[config.mk]
export PLATFORM = sky130hd
export DESIGN_NAME = jesd_rx_link_ctrl
export DESIGN_NICKNAME = d
export VERILOG_FILES = /design/src/rtl/jesd_rx_pkg.sv /design/src/rtl/jesd_rx_link_ctrl_lmfc_gen.sv /design/src/rtl/jesd_rx_link_ctrl.sv
export SDC_FILE = /design/constraint.sdc
export NUM_CORES = 1
export LEC_CHECK = 0
export BUFFER_PORTS_ARGS = -buffer_cell sky130_fd_sc_hd__buf_2
export CAP_MARGIN = 20
export CORE_ASPECT_RATIO = 0.8
export CORE_UTILIZATION = 55
export DETAILED_ROUTE_END_ITERATION = 10
export GPL_TIMING_DRIVEN = 1
export HOLD_SLACK_MARGIN = 0.02
export PLACE_DENSITY = 0.78
export SLEW_MARGIN = 20
export SYNTH_ARGS = -nofsm -noshare
export SYNTH_HDL_FRONTEND = slang
export SYNTH_SLANG_ARGS = --single-unit
[constraint.sdc]
create_clock -name clk_i -period 2.7 [get_ports clk_i]
set_input_delay 0.54 -clock clk_i [delete_from_list [all_inputs] [get_ports clk_i]]
set_output_delay 0.54 -clock clk_i [all_outputs]
set_load 0.03 [all_outputs]
[src/rtl/jesd_rx_pkg.sv]
// -----------------------------------------------------------------------------
// jesd_rx_pkg
// Shared types for the JESD204B receive link controller.
//   STATE_W         : width of the link state encoding
//   rx_link_state_e : link controller states (encodings are visible on state_o)
//   rx_link_ctrl_t  : the data-path control and status bits decoded from a state
//   decode_ctrl()   : Moore decode from state to rx_link_ctrl_t
// -----------------------------------------------------------------------------
package jesd_rx_pkg;

    localparam int STATE_W = 3;

    typedef enum logic [STATE_W-1:0] {
        ST_IDLE    = 3'd0,
        ST_CGS     = 3'd1,
        ST_ILAS    = 3'd2,
        ST_RELEASE = 3'd3,
        ST_DATA    = 3'd4,
        ST_RESYNC  = 3'd5
    } rx_link_state_e;

    typedef struct packed {
        logic cgs_reset;
        logic ifs_reset;
        logic release_n;
        logic sync_n;
        logic link_up;
    } rx_link_ctrl_t;

    // IDLE and RESYNC share the fully-reset pattern, which is also the
    // fallback for the unused encodings.
    function automatic rx_link_ctrl_t decode_ctrl(rx_link_state_e st);
        rx_link_ctrl_t c;
        c.cgs_reset = 1'b1;
        c.ifs_reset = 1'b1;
        c.release_n = 1'b1;
        c.sync_n    = 1'b0;
        c.link_up   = 1'b0;
        case (st)
            ST_CGS: begin
                c.cgs_reset = 1'b0;
            end
            ST_ILAS, ST_RELEASE: begin
                c.cgs_reset = 1'b0;
                c.ifs_reset = 1'b0;
                c.sync_n    = 1'b1;
            end
            ST_DATA: begin
                c.cgs_reset = 1'b0;
                c.ifs_reset = 1'b0;
                c.sync_n    = 1'b1;
                c.release_n = 1'b0;
                c.link_up   = 1'b1;
            end
            default: begin
            end
        endcase
        return c;
    endfunction

endpackage

[src/rtl/jesd_rx_link_ctrl_lmfc_gen.sv]
// -----------------------------------------------------------------------------
// lmfc_gen
// SYSREF-aligned local multiframe clock. A counter runs 0..MF_CYCLES-1 and
// wraps; every SYSREF rising edge forces it to 0 on the following cycle.
//   clk_i     : clock
//   rst_i     : asynchronous active-high reset
//   sysref_i  : SYSREF, already synchronous to clk_i
//   lmfc_o    : high while the counter is 0 (multiframe boundary)
// -----------------------------------------------------------------------------
module lmfc_gen #(
    parameter int MF_CYCLES = 8
) (
    input  logic clk_i,
    input  logic rst_i,
    input  logic sysref_i,
    output logic lmfc_o
);

    localparam int CNT_W = $clog2(MF_CYCLES);
    localparam logic [CNT_W-1:0] CNT_LAST = CNT_W'(MF_CYCLES - 1);

    logic [CNT_W-1:0] lmfc_cnt;
    logic             sysref_q;
    logic             sysref_edge;

    // Only the rising edge re-aligns, so a SYSREF held high acts once.
    assign sysref_edge = sysref_i & ~sysref_q;

    // NOTE: state registers use non-blocking assignments so every flop samples
    // the pre-edge value of its neighbours, independent of statement order.
    always_ff @(posedge clk_i or posedge rst_i) begin
        if (rst_i) begin
            sysref_q <= 1'b0;
            lmfc_cnt <= '0;
        end else begin
            sysref_q <= sysref_i;
            if (sysref_edge || (lmfc_cnt == CNT_LAST)) begin
                lmfc_cnt <= '0;
            end else begin
                lmfc_cnt <= lmfc_cnt + 1'b1;
            end
        end
    end

    assign lmfc_o = (lmfc_cnt == '0);

endmodule

[src/rtl/jesd_rx_link_ctrl.sv]
// -----------------------------------------------------------------------------
// jesd_rx_link_ctrl
// Link-level controller for the JESD204B receive data path: sequences CGS
// reset, IFS reset and buffer release, drives SYNC~, generates the LMFC and
// forces resynchronisation on ILAS timeout or excessive character errors.
//   clk_i, rst_i        : clock, asynchronous active-high reset
//   enable_i            : link enable; low returns the link to IDLE
//   sysref_i            : SYSREF, synchronous to clk_i
//   cgs_detected_i      : data path reports CGS achieved
//   buffer_ready_ni     : low once the data path has seen the ILAS end
//   char_err_i          : character error on any octet this cycle
//   cgs_reset_o         : data path CGS reset
//   ifs_reset_o         : data path IFS reset
//   buffer_release_no   : data path elastic buffer release, active-low
//   sync_no             : SYNC~ toward the transmitter, active-low
//   lmfc_o              : LMFC boundary pulse
//   link_up_o           : high in DATA
//   timeout_o           : sticky ILAS timeout flag
//   state_o             : current state encoding
//   resync_cnt_o        : saturating count of resynchronisations
// -----------------------------------------------------------------------------
module jesd_rx_link_ctrl
    import jesd_rx_pkg::*;
#(
    parameter int MF_CYCLES       = 8,
    parameter int RBD             = 0,
    parameter int ILAS_TIMEOUT_MF = 8,
    parameter int ERR_THRESH      = 4,
    parameter int CNT_W           = 8
) (
    input  logic               clk_i,
    input  logic               rst_i,
    input  logic               enable_i,
    input  logic               sysref_i,
    input  logic               cgs_detected_i,
    input  logic               buffer_ready_ni,
    input  logic               char_err_i,
    output logic               cgs_reset_o,
    output logic               ifs_reset_o,
    output logic               buffer_release_no,
    output logic               sync_no,
    output logic               lmfc_o,
    output logic               link_up_o,
    output logic               timeout_o,
    output logic [STATE_W-1:0] state_o,
    output logic [CNT_W-1:0]   resync_cnt_o
);

    localparam int ILAS_W = $clog2(ILAS_TIMEOUT_MF + 1);
    localparam int ERR_W  = $clog2(ERR_THRESH + 1);
    localparam int RBD_W  = $clog2(MF_CYCLES);

    localparam logic [ILAS_W-1:0] ILAS_LAST = ILAS_W'(ILAS_TIMEOUT_MF - 1);
    localparam logic [ERR_W:0]    ERR_LIMIT = (ERR_W + 1)'(ERR_THRESH);
    localparam logic [RBD_W-1:0]  RBD_LAST  = RBD_W'(RBD);

    rx_link_state_e    state;
    rx_link_state_e    next_state;
    rx_link_ctrl_t     ctrl;
    logic              lmfc;
    logic [ILAS_W-1:0] ilas_mf_cnt;
    logic [ERR_W-1:0]  err_cnt;
    logic [ERR_W:0]    err_sum;
    logic              err_hit;
    logic [RBD_W-1:0]  rbd_cnt;
    logic              rbd_done;
    logic              timeout_q;
    logic [CNT_W-1:0]  resync_cnt;

    lmfc_gen #(
        .MF_CYCLES (MF_CYCLES)
    ) u_lmfc_gen (
        .clk_i    (clk_i),
        .rst_i    (rst_i),
        .sysref_i (sysref_i),
        .lmfc_o   (lmfc)
    );

    // One bit of headroom so the sum can reach ERR_THRESH at any width.
    assign err_sum = {1'b0, err_cnt} + {{ERR_W{1'b0}}, char_err_i};
    assign err_hit = (err_sum >= ERR_LIMIT);

    // rbd_cnt==0 means no boundary seen yet in RELEASE; after the boundary it
    // counts 1..RBD, so RBD=0 leaves on the boundary cycle itself.
    assign rbd_done = (rbd_cnt == '0) ? (lmfc && (RBD == 0)) : (rbd_cnt == RBD_LAST);

    // NOTE: every combinational output gets a default before the case so no
    // path leaves it unassigned, which would otherwise infer a latch.
    always_comb begin
        next_state = state;
        if (!enable_i) begin
            next_state = ST_IDLE;
        end else begin
            case (state)
                ST_IDLE: begin
                    next_state = ST_CGS;
                end
                ST_CGS: begin
                    // SYNC~ may only be released on a multiframe boundary.
                    if (cgs_detected_i && lmfc) next_state = ST_ILAS;
                end
                ST_ILAS: begin
                    if (!buffer_ready_ni) begin
                        next_state = ST_RELEASE;
                    end else if (lmfc && (ilas_mf_cnt == ILAS_LAST)) begin
                        next_state = ST_RESYNC;
                    end
                end
                ST_RELEASE: begin
                    if (rbd_done) next_state = ST_DATA;
                end
                ST_DATA: begin
                    if (err_hit) next_state = ST_RESYNC;
                end
                ST_RESYNC: begin
                    next_state = ST_CGS;
                end
                default: begin
                    next_state = ST_IDLE;
                end
            endcase
        end
    end

    always_ff @(posedge clk_i or posedge rst_i) begin
        if (rst_i) begin
            state <= ST_IDLE;
        end else begin
            state <= next_state;
        end
    end

    // ILAS multiframe counter: held at zero outside ILAS, so it is clear on entry.
    always_ff @(posedge clk_i or posedge rst_i) begin
        if (rst_i) begin
            ilas_mf_cnt <= '0;
        end else if (state != ST_ILAS) begin
            ilas_mf_cnt <= '0;
        end else if (lmfc) begin
            ilas_mf_cnt <= ilas_mf_cnt + 1'b1;
        end
    end

    // Per-multiframe error counter: a boundary restarts it with this cycle's
    // error. It only carries a value while DATA persists, so it is clear on entry.
    always_ff @(posedge clk_i or posedge rst_i) begin
        if (rst_i) begin
            err_cnt <= '0;
        end else if ((state != ST_DATA) || (next_state != ST_DATA)) begin
            err_cnt <= '0;
        end else if (lmfc) begin
            err_cnt <= {{(ERR_W-1){1'b0}}, char_err_i};
        end else begin
            err_cnt <= err_sum[ERR_W-1:0];
        end
    end

    always_ff @(posedge clk_i or posedge rst_i) begin
        if (rst_i) begin
            rbd_cnt <= '0;
        end else if (state != ST_RELEASE) begin
            rbd_cnt <= '0;
        end else if (rbd_cnt == '0) begin
            if (lmfc) rbd_cnt <= RBD_W'(1);
        end else if (!rbd_done) begin
            rbd_cnt <= rbd_cnt + 1'b1;
        end
    end

    // Sticky status: cleared only by reset or by returning to IDLE; both update
    // together with the state so they appear in the same cycle as RESYNC.
    always_ff @(posedge clk_i or posedge rst_i) begin
        if (rst_i) begin
            timeout_q  <= 1'b0;
            resync_cnt <= '0;
        end else if (next_state == ST_IDLE) begin
            timeout_q  <= 1'b0;
            resync_cnt <= '0;
        end else if (next_state == ST_RESYNC) begin
            if (state == ST_ILAS) timeout_q <= 1'b1;
            if (resync_cnt != '1) resync_cnt <= resync_cnt + 1'b1;
        end
    end

    assign ctrl              = decode_ctrl(state);
    assign cgs_reset_o       = ctrl.cgs_reset;
    assign ifs_reset_o       = ctrl.ifs_reset;
    assign buffer_release_no = ctrl.release_n;
    assign sync_no           = ctrl.sync_n;
    assign link_up_o         = ctrl.link_up;
    assign lmfc_o            = lmfc;
    assign timeout_o         = timeout_q;
    assign state_o           = state;
    assign resync_cnt_o      = resync_cnt;

endmodule

==> flow_metrics.py, run 1 <==
metrics = {
    "layout": {
        "final_core_util_pct": 66.2,
        "fillerInstances": 224,
        "num_antenna_cells": 0,
        "final_instance_area_mm2": 0.00164,
        "final_layout_size_suffix_gt1_share_pct": 21.3,
        "finalNetCount": 186,
        "layout-area-overhead-vs-synth_pct": 12.2,
        "layout.cells.non_filler": 205,
    },
    "power": {
        "seqPwrFrac_pct": 47.6,
        "total_power_mw": 0.951,
        "internal-power_mw": 0.613,
        "switching_share_pct": 35.6,
        "worst_vdd_rail_ir_drop_uv": 463,
        "power.switching_mw": 0.338,
        "leakagePower_nw": 0.858,
        "combPwrFrac_pct": 31.9,
        "power.density_mw_per_mm2": 578,
        "clockPowerShare_pct": 20.5,
    },
    "die": {
        "die_area_mm2": 0.00288,
        "boundaryPins": 25,
        "effective_utilization_at_floorplan_pct": 59.0,
        "coreArea_mm2": 0.00248,
        "dieHeight_um": 48.2,
        "row_count": 16,
        "die_w_um": 59.7,
    },
    "global_route": {
        "grt_first_pass_wirelength_um": 4640,
        "gr-total-overflow": 0,
        "grt_antenna_before_repair": 0,
        "grt_util_all_layers_pct": 22.4,
        "largest_net_degree_at_the_start_of_global_routing": 27,
        "first_global_vias": 1073,
    },
    "timing": {
        "totalNegativeSetupSlack_ns": 0,
        "period_share_pct": 89.8,
        "post-route-min-period_ns": 2.42,
        "rsz0062_at_grt": "no",
        "hold-worst-slack_ns": 0.236,
        "report.final.slew_viol_count": 0,
        "finalHoldViolations": 0,
        "max_freq_mhz": 413,
        "setup_viol": 0,
        "worst_clock_skew_ns": 0.00945,
        "final_critical_path_setup_slack_ns": 0.276,
    },
    "min_path": {
        "hold_path.class": "in2async",
    },
    "clocking": {
        "cts_post_setup_buffers_inserted": 0,
        "cts_htree_levels": 1,
        "cts_tree": "yes",
        "clock_sinks": 26,
        "path_clk_slew_ns": 0.14,
        "cts_resized": 0,
        "worstSkewPairLatency_ns": 0.32,
        "cts.hold.buffers_added": 0,
        "clockBufferDepth": 2,
        "cts_made_buffers": 3,
        "cts.root.buffer_cell": "sky130_fd_sc_hd__clkbuf_4",
    },
    "place": {
        "hpwl_um": 2300,
        "place.detailed.instances": 201,
        "place.port_buffers": 24,
        "globalplace.congestion": 0.797,
        "dp_slack_ns": 0.302,
        "dpl-instance-area_mm2": 0.00161,
    },
    "critical_path": {
        "worstPathRequired_ns": 2.92,
        "critical-path-max-stage-delay_ns": 0.41,
        "timing.critical_path.arrival_ns": 2.64,
        "crit_type": "reg2reg",
        "rr_worst_depth": 8,
        "cp-startpoint": "u_lmfc_gen.lmfc_cnt[0]",
        "regToRegEndpoint": "resync_cnt_o[7]",
        "worst-path-max-fanout": 10,
        "setup.worst_path.end_class": "register",
        "worstPathCellList": "inv_1 > ha_1 > nand3b_4 > o311ai_0 > o2111ai_1 > a21bo_1 > o31a_1 > o21a_1",
        "critical-path-slowest-cell": "sky130_fd_sc_hd__dfrtp_1",
        "reg2reg_slack_ns": 0.28,
        "crit-reg2reg-launch": "u_lmfc_gen.lmfc_cnt[0]",
        "timing.critical_path.from_type": "register",
    },
    "synthesis": {
        "yosys_most_used_dff": "sky130_fd_sc_hd__dfrtp_1",
        "netlist.top_cell.by_area": "sky130_fd_sc_hd__dfrtp_1",
        "postSynthRegisterBits": 26,
        "synth_nets": 159,
        "post_synth_inst_count": 143,
        "synth_edf_count": 0,
        "synth.most_common_cell": "sky130_fd_sc_hd__dfrtp_1",
        "synth_area_per_cell_um2": 10.2,
        "synth-async-reset-ratio_pct": 100,
        "synth_area_leaders": "sky130_fd_sc_hd__dfrtp_1 (44%), sky130_fd_sc_hd__ha_1 (7.7%), sky130_fd_sc_hd__mux2i_1 (4.1%)",
        "netlist_area_mm2": 0.00147,
        "synth_cell_type_count": 46,
        "post-synth-top-area-fraction_pct": 44.4,
        "yosysSeqAreaShare_pct": 44.4,
        "netlist_top_cells_count": "sky130_fd_sc_hd__dfrtp_1 (26), sky130_fd_sc_hd__nand2_1 (16), sky130_fd_sc_hd__inv_1 (12), sky130_fd_sc_hd__nor2_1 (10), sky130_fd_sc_hd__ha_1 (9)",
        "synthesis.yosys.warnings": 0,
    },
    "detailed_routing": {
        "average_wire_per_cell_in_the_routed_design_um": 14.6,
        "post_route_drc": 0,
        "detail_route.vias_per_cell": 5.62,
        "drt_first_iter_violations": 56,
        "tritonroute_pass_1_iters": 4,
        "total_number_of_vias": 1152,
        "drt.antenna.violating_nets": 0,
        "postRouteWirelength_um": 2990,
    },
    "job": {
        "maxCapViolCount": 0,
    },
    "run_status": {
        "status": "finished clean",
    },
}
[power by group through the flow]
| stage | combinational, mW | clock [mW] | sequential, mW |
|---|---|---|---|
| after detailed placement | 0.301 | 0 | 0.459 |
| after global routing | 0.331 | 0.216 | 0.459 |
| after floorplan | 0.228 | 0 | 0.458 |
| after global placement | 0.289 | 0 | 0.457 |
| after CTS | 0.303 | 0.203 | 0.452 |
| final | 0.303 | 0.195 | 0.453 |
[kinds of logic (layout without fill, tap and decap cells)]
logic type,count (synthesis),count (layout),synth area share [%]
and+or+nand+nor,54,54,21.4
other,1,1,0.256
xor gates and xnor gates,4,4,2.39
buffers and inverters,16,42,5.64
DFF,26,26,44.4
muxes,6,6,4.10
AOI/OAI and AO/OA,27,27,14.2
adders and majority gates,9,9,7.69
[placed cells by master, fill, tap and decap left out, drive strengths merged, types with 6 or more instances in the layout]
| cell type | n |
|---|---|
| nor2 | 10 |
| dfrtp | 26 |
| inv | 12 |
| mux2i | 6 |
| nand2 | 16 |
| buf | 26 |
| ha | 9 |
[metal layers]
metal  up-vias  GRT usage [%]  routed length, um
met5         -              0                  0
met4         0           6.05                 24
met3         4           5.57                138
met2        32           38.7               1440
met1       558           28.7               1390
li1        558              -                  -
[cell type report]
| type | count | area, um2 | share of cell area, % |
|---|---|---|---|
| clock buffers | 4 | 36.3 | 2.21 |
| repair buffers | 26 | 135 | 8.22 |
| flip-flops and latches | 26 | 651 | 39.6 |
| well taps | 36 | 45.0 | 2.74 |
| multi-input cells | 101 | 732 | 44.5 |
| inverters | 12 | 45.0 | 2.74 |
[worst max path at each step]
stage               slack, ns               to
floorplan                0.13      ifs_reset_o
global placement         0.37  resync_cnt_o[7]
detailed placement       0.30  resync_cnt_o[7]
CTS                      0.28  resync_cnt_o[7]
global route             0.12  resync_cnt_o[7]
finish                   0.28  resync_cnt_o[7]
[flip-flops by register name, summed over array words and instances (netlist names)]
name / cells
err_cnt: 3
ilas_mf_cnt: 4
rbd_cnt: 3
resync_cnt_o: 8
state_o: 3
timeout_o: 1
u_lmfc_gen.lmfc_cnt: 3
u_lmfc_gen.sysref_q: 1
[worst max-delay path, delay by kind of cell, from the launching register on]
kind / cells / cell delay, ns
buf+inv: 1 / 0.08
compound gates: 5 / 1.46
flops: 1 / 0.41
simple gates: 1 / 0.13
fa+ha+maj: 1 / 0.25
Note: power is estimated with default switching activity, not from simulation.
==> inputs of run 2 (changes only) <==
ABC_AREA = 1   (was unset)
SETUP_SLACK_MARGIN = 0.4   (was unset)
clock period = 2.6 ns   (was 2.7 ns; I/O delays follow)
==> run 2 against run 1 <==
Sequential share of layout area down 3.9 points. Worst hold slack better by 0.014 ns. Non-clock buffer count up 6. Critical endpoint is now cgs_reset_o. Setup slack better by 0.22 ns. Power up 13%. Largest cell class unchanged.
==> flow_metrics.py, run 2 <==
metrics = {
    "place": {
        "hpwl_um": 2400,
        "dp_slack_ns": 0.621,
        "globalplace.congestion": 0.937,
        "place.port_buffers": 24,
        "place.detailed.instances": 247,
        "dpl-instance-area_mm2": 0.00172,
    },
    "power": {
        "worst_vdd_rail_ir_drop_uv": 424,
        "leakagePower_nw": 0.987,
        "power.density_mw_per_mm2": 585,
    },
    "global_route": {
        "grt_first_pass_wirelength_um": 5220,
        "grt_util_all_layers_pct": 23.6,
        "first_global_vias": 1230,
        "grt_antenna_before_repair": 0,
        "largest_net_degree_at_the_start_of_global_routing": 18,
        "gr-total-overflow": 0,
    },
    "critical_path": {
        "worst-path-max-fanout": 5,
        "timing.critical_path.from_type": "register",
        "rr_worst_depth": 13,
        "setup.worst_path.end_class": "output port",
        "worstPathRequired_ns": 2.08,
        "timing.critical_path.arrival_ns": 1.59,
        "crit_type": "reg2out",
    },
    "synthesis": {
        "yosys_most_used_dff": "sky130_fd_sc_hd__dfrtp_1",
        "synth_area_leaders": "sky130_fd_sc_hd__dfrtp_1 (43%), sky130_fd_sc_hd__nand2_1 (8.8%), sky130_fd_sc_hd__ha_1 (7.4%)",
        "synthesis.yosys.warnings": 0,
        "yosysSeqAreaShare_pct": 42.6,
        "post-synth-top-area-fraction_pct": 42.6,
        "synthAdderAreaFrac_pct": 7.36,
        "synth_area_per_cell_um2": 8.22,
        "postSynthRegisterBits": 26,
        "synth_edf_count": 0,
        "post_synth_inst_count": 186,
        "netlist_area_mm2": 0.00153,
        "synth.most_common_cell": "sky130_fd_sc_hd__nand2_1",
        "synth_cell_type_count": 26,
        "synth_top_family_by_area": "simple AND/OR/NAND/NOR gates",
        "muxShareOfSynthArea_pct": 0.655,
        "synth_nets": 202,
        "synth-simple-area-share_pct": 30.9,
        "netlist.top_cell.by_area": "sky130_fd_sc_hd__dfrtp_1",
        "synth-async-reset-ratio_pct": 100,
        "yosys.area_share.xor_xnor_pct": 2.86,
        "netlist_top_cells_count": "sky130_fd_sc_hd__nand2_1 (36), sky130_fd_sc_hd__inv_1 (28), sky130_fd_sc_hd__dfrtp_1 (26), sky130_fd_sc_hd__nor2_1 (23), sky130_fd_sc_hd__nand3_1 (16)",
        "compound_gate_portion_of_the_synthesized_area_pct": 7.53,
    },
    "detailed_routing": {
        "total_number_of_vias": 1337,
        "detail_route.vias_per_cell": 5.18,
        "post_route_drc": 0,
        "tritonroute_pass_1_iters": 4,
        "drt_first_iter_violations": 81,
        "average_wire_per_cell_in_the_routed_design_um": 12.2,
        "postRouteWirelength_um": 3150,
        "drt.antenna.violating_nets": 0,
    },
    "layout": {
        "most-common-layout-cells": "sky130_fd_sc_hd__nand2_1 (35), sky130_fd_sc_hd__inv_1 (27), sky130_fd_sc_hd__dfrtp_1 (23), sky130_fd_sc_hd__buf_2 (23), sky130_fd_sc_hd__nor2_1 (21)",
        "layout-area-overhead-vs-synth_pct": 20.0,
        "layout.cells.non_filler": 258,
        "final_instance_area_mm2": 0.00183,
        "final_common_cell": "sky130_fd_sc_hd__nand2_1",
        "num_antenna_cells": 0,
        "flip_flop_count_of_the_largest_register_all_copies_and_words_added": 8,
        "finalNetCount": 239,
        "final_layout_size_suffix_gt1_share_pct": 27.5,
    },
    "timing": {
        "setup_viol": 0,
        "worst_clock_skew_ns": 0.00346,
        "report.final.slew_viol_count": 0,
        "worst_slew_margin_rel_pct": 56.3,
        "rsz0062_at_grt": "no",
        "tightest_slew_ns": 0.655,
        "hold-worst-slack_ns": 0.250,
        "post-route-min-period_ns": 2.11,
        "final_critical_path_setup_slack_ns": 0.495,
        "period_share_pct": 81.0,
        "max_freq_mhz": 475,
        "finalHoldViolations": 0,
        "totalNegativeSetupSlack_ns": 0,
    },
    "die": {
        "effective_utilization_at_floorplan_pct": 60.1,
        "coreArea_mm2": 0.00254,
        "dieHeight_um": 49.2,
        "boundaryPins": 25,
        "die_area_mm2": 0.00300,
        "die_w_um": 61.0,
        "row_count": 16,
    },
    "clocking": {
        "cts.root.buffer_cell": "sky130_fd_sc_hd__clkbuf_4",
        "path_clk_slew_ns": 0.14,
        "cts_htree_levels": 1,
        "worstSkewPairLatency_ns": 0.33,
        "cts_tree": "yes",
        "clockBufferDepth": 2,
        "cts_made_buffers": 3,
        "clock_sinks": 26,
    },
    "min_path": {
        "hold_path.class": "in2async",
    },
    "run_status": {
        "status": "finished clean",
    },
    "job": {
        "maxCapViolCount": 0,
    },
}
-- run 2: cells by family after synthesis --
logic type | after synthesis
fa+ha+maj | 9
mux | 1
other cells | 1
xor+xnor | 5
compound gates | 17
flops | 26
simple gates | 95
buf+inv | 32
-- run 2: worst max-delay path, cell delays in order, from the launching register on --
cell and delay [ns]:
sky130_fd_sc_hd__dfrtp_2 0.43, sky130_fd_sc_hd__inv_2 0.07, sky130_fd_sc_hd__nand3_2 0.13, sky130_fd_sc_hd__clkinvlp_4 0.16, sky130_fd_sc_hd__nor2_4 0.14, sky130_fd_sc_hd__inv_1 0.08, sky130_fd_sc_hd__nor2_4 0.07, sky130_fd_sc_hd__clkbuf_4 0.18
-- run 2: layout make-up --
| cell class | count | area (um2) |
|---|---|---|
| Timing Repair Buffer | 32 | 183 |
| Fill cell | 194 | 708 |
| Clock buffer | 3 | 22.5 |
| Clock inverter | 1 | 30.0 |
| Sequential cell | 26 | 654 |
| Tap cell | 36 | 45.0 |
| Inverter | 32 | 124 |
| Multi-Input combinational cell | 128 | 776 |
-- run 2: per-layer routing --
metal | routed length, um | vias to the layer above | global-route usage (%)
li1 | - | 666 | -
met4 | 26 | 0 | 4.55
met5 | 0 | - | 0
met3 | 188 | 6 | 5.84
met1 | 1490 | 612 | 33.4
met2 | 1440 | 53 | 36.8
-- run 2: per-stage QoR --
step	power, mW	util (%)
after floorplan	0.705	-
after global placement	0.763	67.6
after detailed placement	0.781	67.6
after CTS	1.06	69.7
after global routing	1.13	72.1
final	1.07	72.1
-- run 2: report_power, final --
part / internal [mW] / switching [mW]
Sequential: 0.433 / 0.0267
Combinational: 0.111 / 0.223
Clock: 0.156 / 0.124
Total: 0.700 / 0.374
-- run 2: final timing paths --
| check | from | to | slack [ns] |
|---|---|---|---|
| setup / recovery | state_o[2] | cgs_reset_o | 0.49 |
| hold reg to reg | u_lmfc_gen.lmfc_cnt[0] | u_lmfc_gen.lmfc_cnt[0] | 0.48 |
| min in group clk_i | sysref_i | u_lmfc_gen.sysref_q | 0.30 |
| max in group asynchronous | rst_i | ilas_mf_cnt[3] | 1.76 |
| setup reg to reg | rbd_cnt[0] | resync_cnt_o[7] | 0.62 |
| hold / removal | rst_i | resync_cnt_o[2] | 0.25 |
-- run 2: repair_timing --
item,4_1_cts,5_1_grt
hold buffers,0,0
gates resized for setup,0,4
buffers inserted,0,7
endpoints found under the setup margin,0,2
